<file path="src/rtl/ahbl_pkg.sv">
// AHB-lite shared encodings for the bus fabric.
// Transfer types and response codes.
package ahbl_pkg;

  localparam logic [1:0] HTRANS_IDLE   = 2'b00;
  localparam logic [1:0] HTRANS_BUSY   = 2'b01;
  localparam logic [1:0] HTRANS_NONSEQ = 2'b10;
  localparam logic [1:0] HTRANS_SEQ    = 2'b11;

  localparam logic HRESP_OKAY  = 1'b0;
  localparam logic HRESP_ERROR = 1'b1;

endpackage

</file>
<file path="src/rtl/ahbl_addr_decode.sv">
// Priority address decoder for the AHB-lite splitter.
// Lowest hitting connected port wins; no hit flags a miss.
module ahbl_addr_decode #(
  parameter int                          N_PORTS   = 2,
  parameter int                          W_ADDR    = 32,
  parameter logic [N_PORTS*W_ADDR-1:0]   ADDR_MAP  = '0,
  parameter logic [N_PORTS*W_ADDR-1:0]   ADDR_MASK = '0,
  parameter logic [N_PORTS-1:0]          CONN_MASK = '1
) (
  input  logic [W_ADDR-1:0]  addr,
  output logic [N_PORTS-1:0] sel,
  output logic               miss
);

  logic [N_PORTS-1:0] hit;
  logic               found;

  // Raw per-port match, disconnected ports never hit
  always_comb begin
    hit = '0;
    for (int i = 0; i < N_PORTS; i++) begin
      hit[i] = ((addr & ADDR_MASK[i*W_ADDR +: W_ADDR])
               == ADDR_MAP[i*W_ADDR +: W_ADDR])
               & CONN_MASK[i];
    end
  end

  // Keep only the lowest-index hit
  always_comb begin
    sel   = '0;
    found = 1'b0;
    for (int i = 0; i < N_PORTS; i++) begin
      if (hit[i] && !found) begin
        sel[i] = 1'b1;
        found  = 1'b1;
      end
    end
    miss = ~found;
  end

endmodule

</file>
<file path="src/rtl/onehot_mux.sv">
// One-hot selected OR-mux.
// An all-zero select yields zero.
module onehot_mux #(
  parameter int N = 2,
  parameter int W = 32
) (
  input  logic [N-1:0]   sel,
  input  logic [N*W-1:0] din,
  output logic [W-1:0]   dout
);

  // OR together every selected lane
  always_comb begin
    dout = '0;
    for (int i = 0; i < N; i++) begin
      if (sel[i]) dout = dout | din[i*W +: W];
    end
  end

endmodule

</file>
<file path="src/rtl/ahbl_splitter_burst.sv">
// AHB-lite 1:N splitter with burst-held decode.
// Unmapped transfers get a two-cycle ERROR and bump a debug counter.
module ahbl_splitter_burst
  import ahbl_pkg::*;
#(
  parameter int                        N_PORTS   = 2,
  parameter int                        W_ADDR    = 32,
  parameter int                        W_DATA    = 32,
  parameter logic [N_PORTS*W_ADDR-1:0] ADDR_MAP  = '0,
  parameter logic [N_PORTS*W_ADDR-1:0] ADDR_MASK = '0,
  parameter logic [N_PORTS-1:0]        CONN_MASK = '1,
  parameter int                        W_ERRCNT  = 8
) (
  input  logic                     clk,
  input  logic                     rst_n,
  input  logic                     src_hready,
  output logic                     src_hready_resp,
  output logic                     src_hresp,
  input  logic [W_ADDR-1:0]        src_haddr,
  input  logic                     src_hwrite,
  input  logic [1:0]               src_htrans,
  input  logic [2:0]               src_hsize,
  input  logic [2:0]               src_hburst,
  input  logic [3:0]               src_hprot,
  input  logic                     src_hmastlock,
  input  logic [W_DATA-1:0]        src_hwdata,
  output logic [W_DATA-1:0]        src_hrdata,
  input  logic                     src_hexcl,
  input  logic [7:0]               src_hmaster,
  output logic                     src_hexokay,
  output logic [N_PORTS-1:0]       dst_hready,
  input  logic [N_PORTS-1:0]       dst_hready_resp,
  input  logic [N_PORTS-1:0]       dst_hresp,
  output logic [N_PORTS*W_ADDR-1:0] dst_haddr,
  output logic [N_PORTS-1:0]       dst_hwrite,
  output logic [2*N_PORTS-1:0]     dst_htrans,
  output logic [3*N_PORTS-1:0]     dst_hsize,
  output logic [3*N_PORTS-1:0]     dst_hburst,
  output logic [4*N_PORTS-1:0]     dst_hprot,
  output logic [N_PORTS-1:0]       dst_hmastlock,
  output logic [N_PORTS*W_DATA-1:0] dst_hwdata,
  input  logic [N_PORTS*W_DATA-1:0] dst_hrdata,
  output logic [N_PORTS-1:0]       dst_hexcl,
  output logic [8*N_PORTS-1:0]     dst_hmaster,
  input  logic [N_PORTS-1:0]       dst_hexokay,
  output logic [W_ERRCNT-1:0]      err_count,
  input  logic                     err_count_clr
);

  logic [N_PORTS-1:0] dec_sel;
  logic               dec_miss;
  logic [N_PORTS-1:0] sel_a;
  logic               miss_a;
  logic [N_PORTS-1:0] burst_sel;
  logic               burst_miss;
  logic [N_PORTS-1:0] sel_d;
  logic               err_d;
  logic               err_ph1;
  logic               new_err;

  ahbl_addr_decode #(
    .N_PORTS   (N_PORTS),
    .W_ADDR    (W_ADDR),
    .ADDR_MAP  (ADDR_MAP),
    .ADDR_MASK (ADDR_MASK),
    .CONN_MASK (CONN_MASK)
  ) u_dec (
    .addr (src_haddr),
    .sel  (dec_sel),
    .miss (dec_miss)
  );

  // Fresh decode on NONSEQ, held decode for the rest of a burst
  always_comb begin
    sel_a  = '0;
    miss_a = 1'b0;
    case (src_htrans)
      HTRANS_NONSEQ: begin
        sel_a  = dec_sel;
        miss_a = dec_miss;
      end
      HTRANS_SEQ, HTRANS_BUSY: begin
        sel_a  = burst_sel;
        miss_a = burst_miss;
      end
      default: ;
    endcase
  end

  // BUSY never errors, only real transfers do
  assign new_err = miss_a & src_htrans[1];

  // Broadcast everything except htrans, which is gated per port
  assign dst_hready    = {N_PORTS{src_hready}};
  assign dst_haddr     = {N_PORTS{src_haddr}};
  assign dst_hwrite    = {N_PORTS{src_hwrite}};
  assign dst_hsize     = {N_PORTS{src_hsize}};
  assign dst_hburst    = {N_PORTS{src_hburst}};
  assign dst_hprot     = {N_PORTS{src_hprot}};
  assign dst_hmastlock = {N_PORTS{src_hmastlock}};
  assign dst_hwdata    = {N_PORTS{src_hwdata}};
  assign dst_hexcl     = {N_PORTS{src_hexcl}};
  assign dst_hmaster   = {N_PORTS{src_hmaster}};

  for (genvar i = 0; i < N_PORTS; i++) begin : g_trans
    assign dst_htrans[2*i +: 2] = sel_a[i] ? src_htrans : HTRANS_IDLE;
  end

  // Remember the burst-start decode; IDLE drops it
  always_ff @(posedge clk or negedge rst_n) begin
    if (!rst_n) begin
      burst_sel  <= '0;
      burst_miss <= 1'b0;
    end else if (src_hready) begin
      if (src_htrans == HTRANS_NONSEQ) begin
        burst_sel  <= dec_sel;
        burst_miss <= dec_miss;
      end else if (src_htrans == HTRANS_IDLE) begin
        burst_sel  <= '0;
        burst_miss <= 1'b0;
      end
    end
  end

  // Data-phase state; err_ph1 marks the stalled first ERROR cycle
  always_ff @(posedge clk or negedge rst_n) begin
    if (!rst_n) begin
      sel_d   <= '0;
      err_d   <= 1'b0;
      err_ph1 <= 1'b0;
    end else if (src_hready) begin
      sel_d   <= sel_a;
      err_d   <= new_err;
      err_ph1 <= new_err;
    end else begin
      err_ph1 <= 1'b0;
    end
  end

  // Responses come from registered data-phase state only
  always_comb begin
    src_hready_resp = 1'b1;
    src_hresp       = HRESP_OKAY;
    src_hexokay     = 1'b0;
    if (err_d) begin
      src_hready_resp = ~err_ph1;
      src_hresp       = HRESP_ERROR;
    end else if (|sel_d) begin
      src_hready_resp = |(dst_hready_resp & sel_d);
      src_hresp       = |(dst_hresp & sel_d);
      src_hexokay     = |(dst_hexokay & sel_d);
    end
  end

  onehot_mux #(
    .N (N_PORTS),
    .W (W_DATA)
  ) u_rdata_mux (
    .sel  (sel_d),
    .din  (dst_hrdata),
    .dout (src_hrdata)
  );

  // Saturating decode-error counter; clear beats increment
  always_ff @(posedge clk or negedge rst_n) begin
    if (!rst_n) begin
      err_count <= '0;
    end else if (err_count_clr) begin
      err_count <= '0;
    end else if (err_d && err_ph1 && !(&err_count)) begin
      err_count <= err_count + {{(W_ERRCNT-1){1'b0}}, 1'b1};
    end
  end

endmodule

</file>
<file path="config.mk">
export PLATFORM = sky130hd
export DESIGN_NAME = ahbl_splitter_burst
export DESIGN_NICKNAME = d
export VERILOG_FILES = /design/src/rtl/ahbl_pkg.sv /design/src/rtl/ahbl_addr_decode.sv /design/src/rtl/onehot_mux.sv /design/src/rtl/ahbl_splitter_burst.sv
export SDC_FILE = /design/constraint.sdc
export NUM_CORES = 1
export LEC_CHECK = 0
export ABC_AREA = 1
export CAP_MARGIN = 30
export CORE_AREA = 10 10 139 141
export DETAILED_ROUTE_END_ITERATION = 6
export DIE_AREA = 0 0 149 151
export PLACE_DENSITY_LB_ADDON = 0.2
export SLEW_MARGIN = 10
export SYNTH_ARGS = -nofsm -noshare
export SYNTH_HDL_FRONTEND = slang
export SYNTH_SLANG_ARGS = --single-unit
</file>
<file path="constraint.sdc">
create_clock -name clk -period 0.9 [get_ports clk]
set_input_delay 0.225 -clock clk [delete_from_list [all_inputs] [get_ports clk]]
set_output_delay 0.225 -clock clk [all_outputs]
set_load 0.01 [all_outputs]
</file>
==> impl_metrics.json <==
{
  "max_cap_violations": 0,
  "global_route_wire_length_before_repair_mm": 7.06,
  "cts.reportedPaths.clkPinSlew_ns": 0.04,
  "cts.path.max_buffers": 2,
  "synth_seq_area_share": 0.123,
  "static-leakage-power_uw": 0.00116,
  "startpoint_type": "flop",
  "finalWorstPathRequiredPeriod_ns": 1.37,
  "max_clock_freq_mhz": 730,
  "finalCritPeriodShare": 1.52,
  "multiplexer_fraction_of_the_synthesized_cell_area": 0,
  "arrival_ns": 1.14,
  "gpl.final_weighted_congestion": 0.665,
  "cts_sinks": 10,
  "synth-seq-cells": 10,
  "setup_repair_after_global_routing_missed_its_margin": "yes",
  "cts_buffers": 3,
  "yosys_warnings": 0,
  "final_max_tran_viols": 0,
  "std_cell_rows": 47,
  "finalCoreUtilization": 0.129,
  "starting_utilization_of_the_core_area": 0.123,
  "finalWirelength_mm": 4.86,
  "drive_gt1_frac": 0.507,
  "postSynthAreaPerCell_um2": 6.98,
  "ir_drop_uv": 422,
  "drt_pre_antenna_iters": 4,
  "final_global_route_overflow_total": 0,
  "routed_wire_length_per_instance_um": 11.1,
  "fraction_of_the_mapped_netlist_area_in_adder_cells": 0,
  "hold_class": "input pin to asynchronous set/reset pin",
  "final-seq-area_um2": 251,
  "cts_max_level": 1,
  "final_net_count": 381,
  "grt_antenna_before_repair": 0,
  "report.power.total_uw": 2380,
  "outcome": "finished, violations left",
  "multiInputGateArea_um2": 317,
  "xor_xnor_fraction_of_synth_area": 0,
  "grt_max_degree": 19,
  "n_fill_cell": 1922,
  "n_antenna_cell": 0,
  "postLayoutSetupSlackWorst_ns": -0.470,
  "main_combinational_cell_family_by_area_after_synthesis": "buffers and inverters",
  "remaining_drc_errors": 0,
  "drt_first_iter_violations": 18,
  "violated_checks": "negative setup slack",
  "drt-vias-per-instance": 2.51,
  "route.vias.total": 1102,
  "worst_skew_pair.late_latency_ns": 0.24,
  "cp_max_fo": 6,
  "synth_simple_gate_area_share": 0.106,
  "buffer_ports.inserted": 87,
  "vias_in_the_first_global_route": 1334,
  "floorplan.die.width_um": 149,
  "critical_path_required_ns": 0.67,
  "die_area_um2": 22500,
  "io_pins": 380,
  "cts_root_buf": "sky130_fd_sc_hd__clkbuf_16",
  "syn2layout_area_growth_pct": 4.37,
  "cts_hold_repair.buffers": 0,
  "detail-route-antenna-nets": 0,
  "placeableCoreArea_um2": 16500,
  "criticalPathCategory": "flop to output pin",
  "synthDistinctLibCells": 15,
  "critical_path.endpoint_type": "output pin",
  "post_synth_instance_area_um2": 2030,
  "finalHoldViolations": 0,
  "finalSetupViolations": 46,
  "synth-compound-area-share": 0.00493,
  "power_per_cell_area_nw_per_um2": 1120,
  "clock_skew_ns": 0.0000594,
  "aggregate_global_route_resource_usage": 0.0398,
  "die_h_um": 151,
  "tritoncts": "done",
  "synth_cells": 291,
  "detailed_place_hpwl_mm": 3.84
}
cell type report:
| type | count | share of cell area |
|---|---|---|
| sequential | 10 | 0.119 |
| timing repair buffer | 102 | 0.476 |
| tap | 220 | 0.130 |
| clock buffer | 4 | 0.0419 |
| inverter | 48 | 0.0850 |
| multi-input combinational | 55 | 0.149 |
synth_stat cells (all sizes together):
master | n | area [µm²]
buf | 179 | 1370
inv | 48 | 180
nand2 | 42 | 180
dfrtp | 10 | 250
nor2 | 8 | 30.0
a21oi | 1 | 5.00
conb | 1 | 3.75
nand3 | 1 | 5.00
o21ai | 1 | 5.00
sequential cells by signal, indices dropped and copies added, names as in the netlist:
| signal | flops |
|---|---|
| err_count | 8 |
| sel_d | 1 |
| burst_sel | 1 |
power by group:
part / leakage (µW) / switching, µW / internal (µW) / total, µW
combinational: 0.000981 / 443 / 556 / 999
clock: 0.0000442 / 234 / 671 / 905
sequential: 0.000135 / 13.0 / 463 / 476
total: 0.00116 / 690 / 1690 / 2380
layer usage:
layer / wire length [µm] / GRT usage
met5: 0 / 0
met4: 337 / 0.0363
met3: 1090 / 0.0382
met2: 1910 / 0.0547
met1: 1510 / 0.0333
metrics by stage:
stage / hold WS, ns / std cells / worst slack (ns) / TNS, ns / cell area, µm²
detailed placement: 0.450 / 426 / -0.724 / -28.69 / 1890
global route: 0.310 / 439 / -0.514 / -18.21 / 2120
finish: 0.309 / 439 / -0.470 / -15.68 / 2120
CTS: 0.308 / 440 / -0.588 / -19.77 / 2080
global placement: 0.450 / 426 / -0.725 / -28.99 / 1890
floorplan: -0.0706 / 292 / -0.0415 / -1.22 / 2040
cell families (layout without fill, tap and decap cells):
logic type,count (synthesis),in the layout
buf+inv,227,154
simple gates,51,51
flops,10,10
compound gates,2,2
other cells,1,2
placed cells by master, fill, tap and decap left out, types with 8 or more instances in the layout:
cell type                         netlist  routed
sky130_fd_sc_hd__buf_2                  1      17
sky130_fd_sc_hd__buf_6                  1      31
sky130_fd_sc_hd__inv_2                  9      20
sky130_fd_sc_hd__nand2_1               33      19
sky130_fd_sc_hd__dfrtp_1               10       9
sky130_fd_sc_hd__inv_1                 39      28
sky130_fd_sc_hd__nand2_2                9      14
sky130_fd_sc_hd__clkdlybuf4s50_1        0      37
sky130_fd_sc_hd__nor2_1                 8       8
sky130_fd_sc_hd__buf_4                174       8
sky130_fd_sc_hd__nand2_4                0       9
worst max-delay path: stages (launching register included):
cell,delay [ns]
sky130_fd_sc_hd__dfrtp_2,0.41
sky130_fd_sc_hd__buf_8,0.15
sky130_fd_sc_hd__buf_16,0.15
sky130_fd_sc_hd__nand2_4,0.05
sky130_fd_sc_hd__inv_2,0.03
sky130_fd_sc_hd__buf_6,0.11
worst paths after layout:
path | from | to | slack (ns) | depth (start not counted)
min reg2reg | err_count[1] | err_count[1] | 0.49 | 2
max in group asynchronous | rst_n | sel_d[0] | 0.47 | 2
min in group clk | src_haddr[30] | dst_haddr[30] | 0.45 | 0
max | sel_d[0] | src_hrdata[23] | -0.47 | 5
max reg2reg | sel_d[0] | sel_d[0] | -0.02 | 4
min | rst_n | burst_sel[0] | 0.31 | 2
timing repair:
action / in CTS / in global routing
resized for setup: 243 / 21
pin swaps: 3 / 1
endpoints found under the setup margin: 49 / 46
gates cloned: 2 / 0
buffers inserted: 8 / 1
Power figures use the tool's default switching activity.
